--- src/rtl/parity_serial_tx.sv ---
// parity_serial_tx: sends start, 8 data bits LSB first, parity and stop bits on tx, and shows the latched word's odd/even status on led.
module parity_serial_tx #(
  parameter int CLKS_PER_BIT = 868,
  parameter bit PARITY_ODD   = 1'b0
) (
  input  logic       clk,
  input  logic       rst_n,
  input  logic [7:0] sw,
  input  logic       send,
  output logic       tx,
  output logic       busy,
  output logic       done,
  output logic [1:0] led
);
  typedef enum logic [2:0] {IDLE, START, DATA, PARITY, STOP} state_t;
  localparam int BW = $clog2(CLKS_PER_BIT);
  localparam logic [BW-1:0] LAST = BW'(CLKS_PER_BIT - 1);
  state_t state_q, state_d;
  logic [BW-1:0] baud_q, baud_d;
  logic [2:0] bit_q, bit_d;
  logic [7:0] shift_q, shift_d;
  logic par_q, par_d, tx_q, tx_d, busy_q, busy_d, done_q, done_d;
  logic [1:0] led_q, led_d;
  logic end_bit;
  assign end_bit = baud_q == LAST;
  // tx_d is the value for the state being entered, so tx stays a plain register
  always_comb begin
    state_d = state_q;
    baud_d  = state_q == IDLE ? baud_q : (end_bit ? '0 : baud_q + BW'(1));
    bit_d   = bit_q;
    shift_d = shift_q;
    par_d   = par_q;
    tx_d    = tx_q;
    busy_d  = busy_q;
    done_d  = 1'b0;
    led_d   = led_q;
    case (state_q)
      IDLE: if (send) begin
        state_d = START;
        shift_d = sw;
        par_d   = ^sw ^ PARITY_ODD;
        led_d   = {~^sw, ^sw};
        tx_d    = 1'b0;
        busy_d  = 1'b1;
        baud_d  = '0;
      end
      START: if (end_bit) begin
        state_d = DATA;
        bit_d   = 3'd0;
        tx_d    = shift_q[0];
      end
      DATA: if (end_bit) begin
        shift_d = shift_q >> 1;
        bit_d   = bit_q + 3'd1;
        state_d = bit_q == 3'd7 ? PARITY : DATA;
        tx_d    = bit_q == 3'd7 ? par_q : shift_q[1];
      end
      PARITY: if (end_bit) begin
        state_d = STOP;
        tx_d    = 1'b1;
      end
      STOP: if (end_bit) begin
        state_d = IDLE;
        busy_d  = 1'b0;
        done_d  = 1'b1;
        tx_d    = 1'b1;
      end
      default: state_d = IDLE;
    endcase
  end
  always_ff @(posedge clk or negedge rst_n) begin
    if (!rst_n) begin
      state_q <= IDLE;
      baud_q  <= '0;
      bit_q   <= '0;
      shift_q <= '0;
      par_q   <= 1'b0;
      tx_q    <= 1'b1;
      busy_q  <= 1'b0;
      done_q  <= 1'b0;
      led_q   <= 2'b00;
    end else begin
      state_q <= state_d;
      baud_q  <= baud_d;
      bit_q   <= bit_d;
      shift_q <= shift_d;
      par_q   <= par_d;
      tx_q    <= tx_d;
      busy_q  <= busy_d;
      done_q  <= done_d;
      led_q   <= led_d;
    end
  end
  assign tx   = tx_q;
  assign busy = busy_q;
  assign done = done_q;
  assign led  = led_q;
endmodule
--- config.mk ---
export PLATFORM = sky130hd
export DESIGN_NAME = parity_serial_tx
export DESIGN_NICKNAME = d
export VERILOG_FILES = /design/src/rtl/parity_serial_tx.sv
export SDC_FILE = /design/constraint.sdc
export NUM_CORES = 1
export LEC_CHECK = 0
export BUFFER_PORTS_ARGS = -buffer_cell sky130_fd_sc_hd__buf_2
export CAP_MARGIN = 20
export CORE_UTILIZATION = 50
export CTS_CLUSTER_SIZE = 12
export DETAILED_ROUTE_END_ITERATION = 8
export PLACE_DENSITY = 0.81
export SYNTH_ARGS = -nofsm -noshare
export SYNTH_HDL_FRONTEND = slang
export SYNTH_SLANG_ARGS = --single-unit
export TNS_END_PERCENT = 30
--- constraint.sdc ---
create_clock -name clk -period 2.5 [get_ports clk]
set_input_delay 0.5 -clock clk [delete_from_list [all_inputs] [get_ports clk]]
set_output_delay 0.5 -clock clk [all_outputs]
set_load 0.02 [all_outputs]
# Word-level counts from Yosys, hierarchy flattened
# Index checks and enable logic that the tools add are counted.
op_classes:
  addsub: 2
  mul: 0
  div: 0
  n_lt_le_gt_ge: 0
  eq_ne: 12
  shifts: 0
  n_mux: 27
  bitwise: 0
  n_reduce_logical: 14
ops:
  columns: ["operator", "count"]
  rows:
  - ["$mux 10", 4]
  - ["$mux 3", 6]
  - ["$mux 8", 2]
  - ["$pmux 8 s2", 1]
  - ["$pmux 3 s5", 1]
  - ["$add 10x1->10 const B", 1]
  - ["$eq 10x10->1 const B", 1]
  - ["$mux 1", 10]
  - ["$ne 2x2->1 const B", 5]
  - ["$reduce_and 5->1", 2]
  - ["$reduce_and 3->1", 3]
  - ["$reduce_xnor 8->1", 1]
  - ["$reduce_xor 8->1", 1]
  - ["$eq 3x2->1 const B", 2]
  - ["$eq 3x3->1 const B", 2]
  - ["$pmux 3 s2", 1]
  - ["$reduce_bool 2->1", 3]
  - ["$pmux 1 s4", 1]
  - ["$reduce_bool 4->1", 1]
  - ["$add 3x1->3 const B", 1]
  - ["$eq 3x1->1 const B", 1]
  - ["$logic_not 3->1", 1]
  - ["$ne 2x1->1 const B", 1]
  - ["$pmux 1 s2", 1]
  - ["2 further kinds", 2]
word_totals:
  ff_bits: 30
  latch_bits: 0
  ram_bits: 0
  romBits: 0
  input_bits: 11
  out_inout_bits: 5
  elab_cells: 64
  mem_count: 0

# Depth between registers and ports, before layout
# Gate-level depths: netlist of the first run.
depth:
  depth_word: 5
  ltp_mapped: 7

# Least setup slack after synthesis of the first run
# OpenSTA, ideal clock, no wires.
synth_timing:
  kind: "reg2reg"
  from: "reg baud_q[0]"
  to: "reg shift_q[0]"
  arrival_ps: 1799
  required_ps: 2375
  path_slack_ps: 576
  stages_incl_launch_ff: 8
  period_less_slack_ps: 1924
  path_cell_list: "dfrtp_1 -> ha_1 -> and4b_1 -> buf_6 -> and3_4 -> buf_6 -> a21oi_4 -> mux2_4"
synth_via:
  elab_chain_len: 3
synth_rtl:
  columns: ["item", "line_no", "text"]
  rows:
  - ["start: declaration", "19", "logic [BW-1:0] baud_q, baud_d;"]
  - ["start signal: assignment", "84", "baud_q <= baud_d;"]
  - ["$eq 10x10->1", "25", "assign end_bit = baud_q == LAST;"]
  - ["$ne 2x2->1 (no line)", null, null]
  - ["$reduce_and 3->1 (no line)", null, null]
  - ["end signal: assignment", "86", "shift_q <= shift_d;"]
  - ["end: declaration", "21", "logic [7:0] shift_q, shift_d;"]
# No other way between the ends.
# A chain may end at the register's enable or synchronous reset.

# Worst setup path after layout of the first run
layout_timing:
  from: "reg baud_q[0]"
  to: "reg shift_q[6]"
# The elaborated chain is that of the path after synthesis.

==> flow_summary.toml, run 1 <==
[yosys]
synthesis.nets = 173
synth_cells = 159
ys_seq_area_frac = 0.4398
synth_top_flop_cell = "dfrtp_1"
avgSynthCellArea_um2 = 10.40
syn_area_um2 = 1653
ys_ff_latch = 29
yosysWarnings = 0
ys_types = 43
synth_edf_count = 0
synth-async-reset-ratio = 1.000

[floorplan]
die_h_um = 59.50
die-area_um2 = 3540
core-area_um2 = 3103
start_util = 0.5327
rows = 20
fp.dieW_um = 59.50
io_pins = 16

[clock_network]
cts_tree = "yes"
cts_buffer_depth = 2
postCtsResizedCells = 0
clk_pin_slew_worst_paths_ns = 0.09
cts-buffers-inserted = 5
h-tree-depth = 2
clk_latency_ns = 0.34
cts_hold_buf = 0
root_buffer = "clkbuf_4"
cts.sinks = 29
cts_setup_buffers = 0

[timing]
hold_viol_final = 0
max_freq_ghz = 0.5199
setup_viol = 0
worst_pin_slew_ns = 0.6476
drv_slew = 0
rsz0062_at_grt = "false"
slew_headroom = 0.5682
min_period_ns = 1.924
fin_crit_sh = 0.7694
setup_tns_ns = 0
skew_ns = 0.009298

[power]
power.leakage_nw = 0.7808
irDropWorstVdd_v = 0.0003804
power_density_nw_per_um2 = 696.8

[cells_and_area]
antenna_cells = 0
fill_cells = 276
seq_area_um2 = 726.9
multi_input_area_um2 = 859.6
final_common_cell = "dfrtp_1"
instances_no_fill = 219
final_nets = 188
drive_gt1_frac = 0.2800
final_cell_mix = "dfrtp_1 (28), nand2_1 (19), buf_2 (15)"
area_growth_pct = 8.554
post-route-util = 0.5782

[drt]
vias = 1268
drt-pass1-iter-count = 4
via_per_inst = 5.790
ant_nets = 0
wl_um = 3361
drc = 0
drtIter0Drc = 99
drt-wirelength-per-cell_um = 15.35

[global_route]
grt_pass1_vias = 1256
grt_max_degree = 30
grt_usage = 0.2225
antenna_found_initial = 0
grt-ovfl-total = 0
grt_first_pass_wirelength_um = 5747

[worst_setup_path]
cpPeakStageDelay_ns = 0.42
critical_path_class = "reg -> reg"
critPathCaptureType = "register"
critPathLaunch = "baud_q[0]$_DFF_PN0_"
path_cells = "ha_1, and4b_1, and3_4, a21oi_4, mux2_4"
r2r-start = "baud_q[0]$_DFF_PN0_"
required_ns = 2.72
path_max_fanout = 8
worstPathArrival_ns = 2.15
critPathSlowestCell = "dfrtp_1"
startpoint_type = "register"

[worst_hold_path]
hp-class = "in -> async"

[place]
portBuffers = 15
place.detailed.hpwl_um = 2399
place_inst = 211
place_congestion = 0.8662

[flow_run]
maxCapViolations = 0

[outcome]
status = "finished, final reports clean"
-- worst max-delay path: cells and delay by family (launching register included) --
kind | cells | cell delay (ns)
AOI/OAI and AO/OA | 1 | 0.32
muxes | 1 | 0.33
adders and majority gates | 1 | 0.25
and+or+nand+nor | 2 | 0.48
DFF | 1 | 0.42
-- cell usage after synthesis, types with 4 or more instances --
cell | count | share of area
mux2_4 | 7 | 0.064
nand3_1 | 5 | 0.015
xnor2_1 | 7 | 0.037
a21oi_1 | 8 | 0.024
nand2_1 | 19 | 0.043
o21ai_0 | 7 | 0.021
mux2_2 | 9 | 0.061
nor2_1 | 8 | 0.018
dfrtp_1 | 28 | 0.42
a31oi_1 | 5 | 0.019
clkbuf_1 | 4 | 0.0091
-- path summary, 6_finish.rpt --
check,slack [ns],cells after the start,to
setup reg to reg,0.58,5,shift_q[6]$_DFFE_PN0P_
max in group asynchronous,1.90,1,bit_q[1]$_DFFE_PN0P_
min in group clk,0.44,2,shift_q[7]$_DFFE_PN0P_
hold / removal,0.18,1,baud_q[3]$_DFF_PN0_
hold reg to reg,0.52,1,baud_q[9]$_DFF_PN0_
setup / recovery,0.58,5,shift_q[6]$_DFFE_PN0P_
-- stage by stage --
stage | setup WS (ns) | cell area [um^2] | power, mW | hold slack (ns)
detailed placement | 0.6005 | 1743 | 0.9799 | 0.4931
global placement | 0.6480 | 1743 | 0.9577 | 0.4790
floorplan | 0.5762 | 1653 | 0.8847 | 0.2044
CTS | 0.5875 | 1794 | 1.256 | 0.1868
global route | 0.4673 | 1794 | 1.331 | 0.2116
finish | 0.5765 | 1794 | 1.250 | 0.1782
-- where the power goes --
| group | leakage, nW | internal [mW] | switching (mW) | total [mW] |
|---|---|---|---|---|
| sequential | 0.357 | 0.565 | 0.117 | 0.682 |
| combinational | 0.392 | 0.139 | 0.158 | 0.297 |
| clock | 0.0320 | 0.107 | 0.165 | 0.272 |
| total | 0.781 | 0.811 | 0.440 | 1.25 |
-- area by class of cell --
cell class,instances,area share
tap,44,0.03068
clock buffer,6,0.02301
inverter,3,0.006276
timing repair buffer,17,0.05021
sequential,29,0.4052
clock inverter,2,0.005579
multi-input combinational,118,0.4791
-- kinds of logic (layout without fill, tap and decap cells) --
| family | Yosys count | in the layout | synth area share |
|---|---|---|---|
| simple gates | 54 | 54 | 0.1764 |
| compound gates | 37 | 37 | 0.1537 |
| flops | 29 | 29 | 0.4398 |
| mux | 16 | 16 | 0.1249 |
| buf+inv | 12 | 28 | 0.04012 |
| xor+xnor | 8 | 8 | 0.04239 |
| fa+ha+maj | 3 | 3 | 0.02271 |
-- layer usage --
| layer | global-route usage | share of wire |
|---|---|---|
| met1 | 0.2885 | 0.45 |
| met2 | 0.3483 | 0.49 |
| met3 | 0.07205 | 0.049 |
| met4 | 0.07973 | 0.016 |
| met5 | 0 | 0 |
-- sequential cells by signal (all words and copies together), names as in the netlist --
signal   count
baud_q      10
shift_q      8
bit_q        3
state_q      3
led          2
busy         1
done         1
tx           1
Note: power is estimated with default switching activity, not from simulation.
==> run 2, diff against run 1 <==
==> constraint.sdc (replaced) <==
create_clock -name clk -period 2 [get_ports clk]
set_input_delay 0.4 -clock clk [delete_from_list [all_inputs] [get_ports clk]]
set_output_delay 0.4 -clock clk [all_outputs]
set_load 0.02 [all_outputs]
==> run 2 against run 1 <==
  * Combinational power rose by 23%
  * Global-route usage up 0.55 points
  * Critical endpoint is now shift_q[3]$_DFFE_PN0P_
  * Largest power group unchanged
  * Largest cell class unchanged
  * Sequential power grew 24%
  * Clock power grew 51%
  * Non-clock buffer count up 3
  * Routed wire length increased by 2.4%
  * Power grew 30%
==> flow_summary.toml, run 2 (synthesized netlist as in run 1, its figures left out) <==
[cells_and_area]
antenna_cells = 0
multi_input_area_um2 = 860.8
reg.largest.list = "baud_q (10), shift_q (8)"
final_nets = 191
top_register = "baud_q"
fill_cells = 280
final_common_cell = "dfrtp_1"
post-route-util = 0.5960
largest_reg_flops = 10
final_cell_mix = "dfrtp_1 (28), nand2_1 (19), buf_2 (15)"
area_growth_pct = 11.88
seq_area_um2 = 726.9
drive_gt1_frac = 0.3034

[drt]
drc = 0
vias = 1293
drt-wirelength-per-cell_um = 15.50
via_per_inst = 5.824
ant_nets = 0
wl_um = 3440
drtIter0Drc = 51
drt-pass1-iter-count = 4

[clock_network]
clk_latency_ns = 0.33
cts_hold_buf = 0
root_buffer = "clkbuf_4"
cts_buffer_depth = 2
h-tree-depth = 2
cts.sinks = 29
cts-buffers-inserted = 5
cts_tree = "yes"
clk_pin_slew_worst_paths_ns = 0.10

[floorplan]
fp.dieW_um = 59.50
die-area_um2 = 3540
io_pins = 16
rows = 20
start_util = 0.5327
core-area_um2 = 3103
die_h_um = 59.50

[power]
power.share.switching = 0.3329
intPower_mw = 1.084
power_density_nw_per_um2 = 878.9
clkPwrFrac = 0.253
power.leakage_nw = 0.8097
combPwrFrac = 0.225
irDropWorstVdd_v = 0.0005318
pwr-share-seq = 0.522
power_switching_uw = 541.2

[global_route]
grt_usage = 0.2281
grt_pass1_vias = 1303
grt-ovfl-total = 0
grt_max_degree = 30
antenna_found_initial = 0
grt_first_pass_wirelength_um = 5871

[timing]
setup_tns_ns = 0
drv_slew = 0
setup_ws_ns = 0.1238
setup_viol = 0
max_freq_ghz = 0.5330
hold_viol_final = 0
fin_crit_sh = 0.9381
slew_headroom = 0.5805
skew_ns = 0.007987
min_period_ns = 1.876
worst_pin_slew_ns = 0.6292
rsz0062_at_grt = "false"

[worst_setup_path]
critPathCaptureType = "register"
path_max_fanout = 8
rr_worst_depth = 6
ff2ff_setup_slack_ns = 0.12
critical_path_class = "reg -> reg"
r2r-start = "baud_q[0]$_DFF_PN0_"
r2r-end = "shift_q[3]$_DFFE_PN0P_"
startpoint_type = "register"
worstPathArrival_ns = 2.10
required_ns = 2.22

[outcome]
status = "finished, final reports clean"

[place]
place_congestion = 0.8504
portBuffers = 15
pre_cts_ws_ns = 0.09124
place.detailed.hpwl_um = 2491

[worst_hold_path]
hp-class = "in -> async"

[flow_run]
maxCapViolations = 0
-- run 2: per-layer routing --
layer,vias to the layer above,part of all wire,track usage
met3,8,0.049,0.06987
met5,-,0,0
met1,626,0.44,0.2802
li1,618,-,-
met4,0,0.019,0.09967
met2,41,0.49,0.3692
-- run 2: power by group through the flow --
stage | combinational [mW] | clock (mW) | sequential, mW
2_1_floorplan | 0.277 | 0 | 0.829
3_3_place_gp | 0.346 | 0 | 0.846
3_5_place_dp | 0.367 | 0 | 0.855
4_1_cts | 0.369 | 0.414 | 0.845
5_1_grt | 0.413 | 0.437 | 0.866
6_report | 0.366 | 0.412 | 0.848
-- run 2: critical path, stage by stage, from the launching register on --
cell     delay, ns
dfrtp_1       0.43
ha_1          0.25
and4b_2       0.26
and3_4        0.22
a21oi_4       0.17
buf_12        0.15
mux2_4        0.30
-- run 2: stage by stage --
stage                     hold WS, ns  power [mW]  area (um^2)  instances
after floorplan                0.1044       1.106         1653        159
after global placement         0.4510       1.192         1758        213
after detailed placement       0.4573       1.221         1758        213
after CTS                     0.09311       1.628         1828        221
after global routing           0.1282       1.717         1849        222
final                         0.07764       1.625         1849        222
-- run 2: what timing repair did --
item                       CTS  global route
resized for setup            0             1
setup endpoints to repair    0             8
setup buffers                0             1
hold endpoints to repair     0             0
-- run 2: final cells by class --
cell class              count  area share
repair buffers             20     0.06766
clock buffers               7     0.03518
clock inverters             1    0.002706
multi-input cells         118      0.4655
well taps                  44     0.02977
flip-flops and latches     29      0.3931
inverters                   3    0.006089
-- run 2: worst max-delay path by stage --
stage                              from                endpoint  slack (ns)  cells past startpoint
CTS                 baud_q[0]$_DFF_PN0_  shift_q[3]$_DFFE_PN0P_        0.08                      5
finish              baud_q[0]$_DFF_PN0_  shift_q[3]$_DFFE_PN0P_        0.12                      6
global route        baud_q[0]$_DFF_PN0_    bit_q[2]$_DFFE_PN0P_        0.02                      5
floorplan           baud_q[0]$_DFF_PN0_  shift_q[0]$_DFFE_PN0P_        0.08                      7
detailed placement  baud_q[0]$_DFF_PN0_  shift_q[3]$_DFFE_PN0P_        0.09                      5
global placement    baud_q[0]$_DFF_PN0_  shift_q[2]$_DFFE_PN0P_        0.15                      5
